===== src/rtl/microwave_pkg.sv =====
// Shared types for the microwave controller and its bench.
package microwave_pkg;

    typedef enum logic [1:0] {
        IDLE  = 2'd0,
        COOK  = 2'd1,
        PAUSE = 2'd2,
        BEEP  = 2'd3
    } mw_state_t;

endpackage


===== src/rtl/mw_tick_gen.sv =====
// Timer-tick prescaler: counts enabled clocks and pulses tick every TICK_DIV of them.
module mw_tick_gen #(
    parameter int TICK_DIV = 1
) (
    input  logic clk,
    input  logic rst_n,
    input  logic clr,
    input  logic en,
    output logic tick
);

    localparam int CW = (TICK_DIV > 1) ? $clog2(TICK_DIV) : 1;
    localparam logic [CW-1:0] LAST = CW'(TICK_DIV - 1);

    logic [CW-1:0] cnt_reg;

    assign tick = en & (cnt_reg == LAST);

    always_ff @(posedge clk or negedge rst_n) begin
        if (!rst_n) begin
            cnt_reg <= '0;
        end else if (clr) begin
            cnt_reg <= '0;
        end else if (en) begin
            cnt_reg <= tick ? '0 : cnt_reg + 1'b1;
        end
    end

endmodule


===== src/rtl/microwave_ctrl.sv =====
// Microwave controller: cook timer, tick prescaler, power duty cycling and timed beep.
// Optional cancel input enabled by defining MW_CANCEL_EN.
module microwave_ctrl
    import microwave_pkg::*;
#(
    parameter int TMR_W     = 7,
    parameter int ADD_TICKS = 30,
    parameter int MAX_TICKS = 99,
    parameter int TICK_DIV  = 1,
    parameter int BEEP_CLKS = 4,
    parameter int PWR_STEPS = 4
) (
    input  logic                           clk,
    input  logic                           rst_n,
    input  logic                           press,
    input  logic                           open,
    input  logic [$clog2(PWR_STEPS+1)-1:0] pwr_lvl,
`ifdef MW_CANCEL_EN
    input  logic                           cancel,
`endif
    output logic                           on,
    output logic                           beep,
    output logic                           cooking,
    output logic [TMR_W-1:0]               tmr,
    output logic                           tmr_zr
);

    localparam int PW = $clog2(PWR_STEPS + 1);
    localparam int BW = (BEEP_CLKS > 1) ? $clog2(BEEP_CLKS) : 1;
    localparam logic [TMR_W:0]   ADD_W     = (TMR_W+1)'(ADD_TICKS);
    localparam logic [TMR_W:0]   MAX_W     = (TMR_W+1)'(MAX_TICKS);
    localparam logic [TMR_W-1:0] ADD_T     = TMR_W'(ADD_TICKS);
    localparam logic [TMR_W-1:0] MAX_T     = TMR_W'(MAX_TICKS);
    localparam logic [PW-1:0]    STEPS_P   = PW'(PWR_STEPS);
    localparam logic [PW-1:0]    DUTY_LAST = PW'(PWR_STEPS - 1);
    localparam logic [BW-1:0]    BEEP_LAST = BW'(BEEP_CLKS - 1);

    mw_state_t         state_reg, state_next;
    logic [TMR_W-1:0]  tmr_reg, tmr_next;
    logic [BW-1:0]     beep_cnt_reg, beep_cnt_next;
    logic [PW-1:0]     duty_reg, duty_next;
    logic              on_reg, on_next;
    logic              press_q;

    logic              press_rise;
    logic              cancel_act;
    logic              tmr_zr_int;
    logic [TMR_W:0]    tmr_sum;
    logic [TMR_W-1:0]  tmr_add;
    logic [PW-1:0]     pwr_eff;
    logic              entering_cook;
    logic              tick_en;
    logic              tick_clr;
    logic              tick;

`ifdef MW_CANCEL_EN
    assign cancel_act = cancel;
`else
    assign cancel_act = 1'b0;
`endif

    assign press_rise = press & ~press_q;
    assign tmr_zr_int = (tmr_reg == '0);

    // Saturating add done one bit wider so the sum can never wrap.
    assign tmr_sum = {1'b0, tmr_reg} + ADD_W;
    assign tmr_add = (tmr_sum > MAX_W) ? MAX_T : tmr_sum[TMR_W-1:0];

    assign pwr_eff = (pwr_lvl > STEPS_P) ? STEPS_P : pwr_lvl;

    // The prescaler only runs on COOK cycles that are not taken by a higher-priority event.
    assign tick_en = (state_reg == COOK) & ~cancel_act & ~open & ~press_rise & ~tmr_zr_int;

    mw_tick_gen #(
        .TICK_DIV (TICK_DIV)
    ) u_tick_gen (
        .clk   (clk),
        .rst_n (rst_n),
        .clr   (tick_clr),
        .en    (tick_en),
        .tick  (tick)
    );

    always_comb begin
        state_next    = state_reg;
        tmr_next      = tmr_reg;
        beep_cnt_next = beep_cnt_reg;
        case (state_reg)
            IDLE: begin
                if (press_rise) begin
                    tmr_next   = ADD_T;
                    state_next = open ? PAUSE : COOK;
                end
            end
            COOK: begin
                if (open) begin
                    state_next = PAUSE;
                    if (press_rise) tmr_next = tmr_add;
                end else if (press_rise) begin
                    tmr_next = tmr_add;
                end else if (tmr_zr_int) begin
                    state_next    = BEEP;
                    beep_cnt_next = BEEP_LAST;
                end else if (tick) begin
                    tmr_next = tmr_reg - 1'b1;
                end
            end
            PAUSE: begin
                if (press_rise) tmr_next = tmr_add;
                // Closing the door resumes only if there is time left after any same-cycle add.
                if (!open) state_next = (tmr_next == '0) ? IDLE : COOK;
            end
            BEEP: begin
                if (press_rise) begin
                    tmr_next   = ADD_T;
                    state_next = open ? PAUSE : COOK;
                end else if (open) begin
                    state_next = IDLE;
                end else if (beep_cnt_reg == '0) begin
                    state_next = IDLE;
                end else begin
                    beep_cnt_next = beep_cnt_reg - 1'b1;
                end
            end
            default: state_next = IDLE;
        endcase
        if (cancel_act) begin
            state_next    = IDLE;
            tmr_next      = '0;
            beep_cnt_next = '0;
        end
    end

    assign entering_cook = (state_next == COOK) && (state_reg != COOK);
    assign tick_clr      = cancel_act | entering_cook;

    always_comb begin
        duty_next = duty_reg;
        if (cancel_act || entering_cook) begin
            duty_next = '0;
        end else if (state_next == COOK) begin
            duty_next = (duty_reg == DUTY_LAST) ? '0 : duty_reg + 1'b1;
        end
        // Registering the enable keeps pwr_lvl off any combinational path to the pins.
        on_next = (state_next == COOK) && (duty_next < pwr_eff);
    end

    always_ff @(posedge clk or negedge rst_n) begin
        if (!rst_n) begin
            state_reg    <= IDLE;
            tmr_reg      <= '0;
            beep_cnt_reg <= '0;
            duty_reg     <= '0;
            on_reg       <= 1'b0;
            press_q      <= 1'b0;
        end else begin
            state_reg    <= state_next;
            tmr_reg      <= tmr_next;
            beep_cnt_reg <= beep_cnt_next;
            duty_reg     <= duty_next;
            on_reg       <= on_next;
            press_q      <= press;
        end
    end

    assign on      = on_reg;
    assign beep    = (state_reg == BEEP);
    assign cooking = (state_reg == COOK);
    assign tmr     = tmr_reg;
    assign tmr_zr  = tmr_zr_int;

endmodule


===== config.mk =====
export PLATFORM = sky130hd
export DESIGN_NAME = microwave_ctrl
export DESIGN_NICKNAME = d
export VERILOG_FILES = /design/src/rtl/microwave_pkg.sv /design/src/rtl/mw_tick_gen.sv /design/src/rtl/microwave_ctrl.sv
export SDC_FILE = /design/constraint.sdc
export NUM_CORES = 1
export LEC_CHECK = 0
export ABC_AREA = 1
export CORE_MARGIN = 1.5
export CORE_UTILIZATION = 50
export CTS_CLUSTER_DIAMETER = 60
export CTS_CLUSTER_SIZE = 28
export DETAILED_ROUTE_END_ITERATION = 8
export PLACE_DENSITY = 0.76
export SLEW_MARGIN = 10
export SYNTH_ARGS = -nofsm -noshare
export SYNTH_HDL_FRONTEND = slang
export SYNTH_SLANG_ARGS = --single-unit

===== constraint.sdc =====
create_clock -name clk -period 6.6 [get_ports clk]
set_input_delay 1.32 -clock clk [delete_from_list [all_inputs] [get_ports clk]]
set_output_delay 1.32 -clock clk [all_outputs]
set_load 0.03 [all_outputs]

==> impl_metrics.env, run 1 <==
export IMPL_htree_levels=1
export IMPL_rows=20
export IMPL_finalCoreUtilization_pct=60.6
export IMPL_clk_pin_slew_ns=0.11
export IMPL_cts_made_buffers=3
export IMPL_drtIter0Drc=107
export IMPL_initial_utilization_pct=53.1
export IMPL_maxSlewViolCount=0
export IMPL_outcome="completed"
export IMPL_grt_pass1_vias=1441
export IMPL_powerDensity_nw_per_um2=440
export IMPL_num_io_pins=18
export IMPL_cap_violations=0
export IMPL_max_freq_ghz=0.248
export IMPL_async_flop_share_pct=100
export IMPL_finish_net_count=267
export IMPL_routed_wl_um=3660
export IMPL_netlist_cell_type_count=41
export IMPL_gp_congestion=0.962
export IMPL_hp_class="reg2reg"
export IMPL_final_cell_area_um2=1880
export IMPL_dieArea_um2=3650
export IMPL_dieWidth_um=60.4
export IMPL_core_area_um2=3100
export IMPL_first_pass_iters=4
export IMPL_fin_cells=291
export IMPL_synthFlopType="dfrtp_1"
export IMPL_period_share_pct=61.1
export IMPL_fin_crit_ns=4.03
export IMPL_die_y_um=60.4
export IMPL_grt_pass1_wl_um=6330
export IMPL_syn_area_um2=1650
export IMPL_cp_start_kind="primary input"
export IMPL_fin_worst_skew_ns=0.00267
export IMPL_final_antenna_net_count=0
export IMPL_port_buffers=17
export IMPL_grt_overflow_total=0
export IMPL_grt_max_degree=19
export IMPL_dr_total_vias=1573
export IMPL_syn_area_per_cell_um2=7.20
export IMPL_place_inst=287
export IMPL_setup_violations=0
export IMPL_crit_type="in2reg"
export IMPL_worstMarginPinSlew_ns=0.759
export IMPL_syn_nets=248
export IMPL_p_leak_nw=0.953
export IMPL_clkSinkCount=17
export IMPL_critPathRequiredTime_ns=6.84
export IMPL_cp_data_arrival_time_ns=4.27
export IMPL_finalHoldViolations=0
export IMPL_fin_setup_tns_ns=0
export IMPL_cp_end_kind="register"
export IMPL_peakVddDrop_uv=280
export IMPL_syn_inst=229
export IMPL_rsz0062_at_grt="false"
export IMPL_cts_resized=0
export IMPL_placed_area_um2=1850
export IMPL_n_antenna_cell=0
export IMPL_critPathMaxFanout=18
export IMPL_viasPerCell=5.41
export IMPL_drive_gt1_share_pct=18.2
export IMPL_post_cts_buffers=0
export IMPL_antenna_found_initial=0
export IMPL_drcViolationCount=0
export IMPL_synth_seq_cells=17
export IMPL_clockRootBuffer="clkbuf_4"
export IMPL_largest_register_ffs=7
export IMPL_clock_path_buffers=2
export IMPL_cts_tree="built"
export IMPL_seq_area_frac_synth_pct=25.8
export IMPL_place_hpwl_um=2850
export IMPL_ys_warnings_count=0
export IMPL_area_delta_synth_final_pct=14.1
export IMPL_relSlewSlack_pct=49.3
export IMPL_synth_edff_count=0
export IMPL_wire_per_inst_um=12.6
export IMPL_clk_latency_ns=0.30
export IMPL_hold_buffers=0
export IMPL_grt_use_total_pct=22.7
## power by group
part / internal (mW) / switching (mW)
Combinational: 0.215 / 0.368
Clock: 0.0226 / 0.0355
Sequential: 0.143 / 0.0439
## critical path: stages
cell	delay (ns)
clkdlybuf4s50_1	0.47
inv_1	0.07
nor2_4	0.32
inv_1	0.31
a21oi_1	0.19
inv_1	0.06
o21ai_0	0.13
nor2_1	0.09
nand3_1	0.09
nand2_1	0.05
nand2_1	0.05
nand2_1	0.05
nand2_2	0.09
nand2_4	0.08
inv_4	0.08
nand2_4	0.04
o211ai_2	0.07
inv_2	0.05
ha_1	0.30
a21oi_1	0.16
nand2_1	0.08
a21oi_2	0.09
## synthesized netlist by cell type, types with 4 or more instances
| cell type | count | area (um^2) |
|---|---|---|
| nand3_1 | 13 | 65.1 |
| nand2_1 | 38 | 143 |
| ha_1 | 12 | 150 |
| nor2_1 | 20 | 75.1 |
| dfrtp_1 | 17 | 425 |
| a31oi_1 | 5 | 31.3 |
| a21oi_1 | 9 | 45.0 |
| nand2_2 | 12 | 75.1 |
| o21ai_0 | 16 | 80.1 |
| nand3_2 | 5 | 50.1 |
| inv_2 | 9 | 33.8 |
| inv_1 | 32 | 120 |
| o21ai_1 | 4 | 20.0 |
## kinds of logic after synthesis
kind of cell,after synthesis,synth area share (%)
AND/OR/NAND/NOR,102,32.2
AO/OA/AOI/OAI,50,20.9
buffers and inverters,47,11.4
XOR/XNOR,1,0.531
flip-flops,17,25.8
adder cells (fa/ha/maj),12,9.10
## final timing paths
path / start / endpoint / slack, ns / cells past startpoint
min in group asynchronous: rst_n / on / 1.46 / 1
max in group asynchronous: rst_n / u_tick_gen.cnt_reg / 4.67 / 1
min reg2reg: u_tick_gen.cnt_reg / u_tick_gen.cnt_reg / 0.50 / 2
max reg2reg: state_reg[1] / on / 3.41 / 19
max: press / on / 2.57 / 22
min: u_tick_gen.cnt_reg / u_tick_gen.cnt_reg / 0.50 / 2
## metrics by stage
stage	total power [mW]	setup WS (ns)	hold slack (ns)
after floorplan	0.626	3.36	0.455
after global placement	0.767	2.39	0.491
final	0.828	2.57	0.499
after global routing	0.910	2.31	0.544
after detailed placement	0.769	2.25	0.479
after CTS	0.830	2.57	0.507
## layout make-up
type / instances / area [um^2]
flip-flops and latches: 17 / 425
clock buffers: 3 / 22.5
fillers: 304 / 1220
multi-input cells: 165 / 1040
well taps: 44 / 55.1
clock inverters: 1 / 5.00
inverters: 44 / 168
repair buffers: 17 / 170
## cell usage in the layout (no fill, tap or decap), drive strengths merged
cell type,instances
o31ai,1
nand4,2
o2111ai,1
ha,12
nand3,19
inv,42
or2,1
o22ai,1
nand2,52
clkdlybuf4s50,17
o311ai,1
clkbuf,3
a22oi,2
a2111oi,1
a21oi,10
o32ai,2
o21ai,20
and3,1
a31oi,5
nor3,2
a221o,2
o211ai,4
dfrtp,17
xnor2,1
nor2,25
clkinv,3
## metal layers
layer	GRT usage (%)	part of all wire, %
met5	0	0
met4	6.83	1.1
met3	3.20	6.7
met2	35.2	46
met1	33.0	46
(Power assumes the default switching activity.)
==> run 2, diff against run 1 <==
==> constraint.sdc (replaced) <==
create_clock -name clk -period 3.95 [get_ports clk]
set_input_delay 0.79 -clock clk [delete_from_list [all_inputs] [get_ports clk]]
set_output_delay 0.79 -clock clk [all_outputs]
set_load 0.03 [all_outputs]
==> run 2 against run 1 <==
Sequential power is 66% higher. Routed wire length is 2.0% higher. Design area is 0.80% higher. Worst setup slack worse by 1.9 ns. Core utilization is 0.48 points higher. Flip-flop and latch count stayed put. First-iteration DRC count is 51% lower. Hold slack better by 0.013 ns. Clock skew is 0.0027 ns higher. Global-route usage is 0.46 points higher. Non-clock buffer count is 2 higher. Combinational power is 69% higher. Critical endpoint unchanged.
==> impl_metrics.env, run 2 (same netlist as run 1, synthesis figures left out) <==
export IMPL_cpMostUsedCell="nand2_1"
export IMPL_clkSinkCount=17
export IMPL_place_inst=289
export IMPL_hp_class="reg2reg"
export IMPL_cap_violations=0
export IMPL_final_antenna_net_count=0
export IMPL_port_buffers=17
export IMPL_cp_end_kind="register"
export IMPL_wire_per_inst_um=12.8
export IMPL_grt_use_total_pct=23.2
export IMPL_path_cells="clkdlybuf4s50_1 -> inv_1 -> nor2_4 -> inv_1 -> a21oi_1 -> inv_1 -> o21ai_0 -> nor2_1 -> nand3_1 -> nand2_1 -> nand2_1 -> nand2_1 -> nand2_2 -> nand2_4 -> inv_4 -> nand2_4 -> o211ai_2 -> inv_2 -> ha_1 -> a21oi_1 -> nand2_1 -> a21oi_2"
export IMPL_clockRootBuffer="clkbuf_4"
export IMPL_viasPerCell=5.40
export IMPL_routed_wl_um=3740
export IMPL_finish_net_count=269
export IMPL_num_io_pins=18
export IMPL_grt_busiest_layer="met1"
export IMPL_critPathMaxFanout=18
export IMPL_max_freq_ghz=0.308
export IMPL_largest_register_ffs=7
export IMPL_antenna_found_initial=0
export IMPL_core_area_um2=3100
export IMPL_outcome="completed"
export IMPL_fin_worst_skew_ns=0.00535
export IMPL_post_cts_buffers=0
export IMPL_critPathRequiredTime_ns=4.19
export IMPL_peakVddDrop_uv=568
export IMPL_hold_depth=2
export IMPL_initial_utilization_pct=53.1
export IMPL_dr_total_vias=1581
export IMPL_cp_start_kind="primary input"
export IMPL_clock_path_buffers=2
export IMPL_place_hpwl_um=2910
export IMPL_use_met1_pct=35.5
export IMPL_dieWidth_um=60.4
export IMPL_powerDensity_nw_per_um2=738
export IMPL_dieArea_um2=3650
export IMPL_htree_levels=1
export IMPL_first_pass_iters=5
export IMPL_rows=20
export IMPL_cp_data_arrival_time_ns=3.49
export IMPL_grt_max_degree=19
export IMPL_period_share_pct=82.3
export IMPL_grt_pass1_vias=1461
export IMPL_cts_made_buffers=3
export IMPL_final_common_cell="nand2_1"
export IMPL_relSlewSlack_pct=48.6
export IMPL_fin_crit_ns=3.25
export IMPL_clk_latency_ns=0.30
export IMPL_final_cell_mix="38 x nand2_1, 32 x inv_1, 20 x nor2_1"
export IMPL_setup_violations=0
export IMPL_drcViolationCount=0
export IMPL_grt_pass1_wl_um=6520
export IMPL_maxSlewViolCount=0
export IMPL_gp_congestion=0.906
export IMPL_nFillCells=310
export IMPL_crit_type="in2reg"
export IMPL_cts_resized=0
export IMPL_area_delta_synth_final_pct=15.0
export IMPL_rsz0062_at_grt="false"
export IMPL_grt_overflow_total=0
export IMPL_clk_pin_slew_ns=0.11
export IMPL_grt_use_met3_pct=2.13
export IMPL_drtIter0Drc=52
export IMPL_finalHoldViolations=0
export IMPL_fin_cells=293
export IMPL_use_met2_pct=35.1
export IMPL_fin_setup_tns_ns=0
export IMPL_critPathSlowestCell="clkdlybuf4s50_1"
export IMPL_die_y_um=60.4
export IMPL_hold_buffers=0
export IMPL_n_antenna_cell=0
export IMPL_cts_tree="built"
export IMPL_drive_gt1_share_pct=18.9
export IMPL_r2r_cells=27
export IMPL_worstMarginPinSlew_ns=0.768
export IMPL_p_leak_nw=0.963
export IMPL_cpPeakStageDelay_ns=0.47
-- run 2: cell type report --
cell class                 instances  area [um^2]  area share [%]
tap                               44         55.1            2.90
sequential                        17          425            22.4
clock inverter                     1         5.00           0.264
clock buffer                       3         22.5            1.19
inverter                          44          168            8.84
timing repair buffer              19          185            9.76
multi-input combinational        165         1040            54.6
-- run 2: where the power goes --
| part | internal (mW) | switching (mW) | total, mW |
|---|---|---|---|
| logic | 0.363 | 0.624 | 0.987 |
| clock network | 0.0377 | 0.0644 | 0.102 |
| registers | 0.238 | 0.0726 | 0.311 |
| total | 0.639 | 0.761 | 1.40 |
-- run 2: worst max-delay path: cells and delay by family --
kind                     cells  cell delay (ns)
buffers and inverters        6             0.83
AO/OA/AOI/OAI                5             0.59
adder cells (fa/ha/maj)      1             0.30
AND/OR/NAND/NOR             10             0.97
-- run 2: worst paths after layout --
| check | start | end | slack (ns) |
|---|---|---|---|
| worst max-delay path | press | on | 0.70 |
| worst min-delay path | u_tick_gen.cnt_reg | u_tick_gen.cnt_reg | 0.51 |
| worst max register to register | tmr[1] | on | 0.93 |
| worst min register to register | u_tick_gen.cnt_reg | u_tick_gen.cnt_reg | 0.51 |
| max in group asynchronous | rst_n | tmr[5] | 2.54 |
| min in group asynchronous | rst_n | tmr[0] | 0.92 |
-- run 2: per-layer routing --
layer / up-vias / part of all wire, %
li1: 799 / -
met1: 732 / 50
met2: 46 / 44
met3: 4 / 4.9
met4: 0 / 0.96
met5: - / 0
-- run 2: stage by stage --
stage	power [mW]	utilization, %	setup slack [ns]	cell area (um^2)	hold slack, ns
floorplan	1.05	-	1.10	1650	0.455
finish	1.40	61.1	0.699	1900	0.511
global route	1.53	61.1	0.383	1900	0.554
global placement	1.28	60.2	0.448	1870	0.495
CTS	1.39	61.1	0.683	1900	0.518
detailed placement	1.29	60.2	0.397	1870	0.492
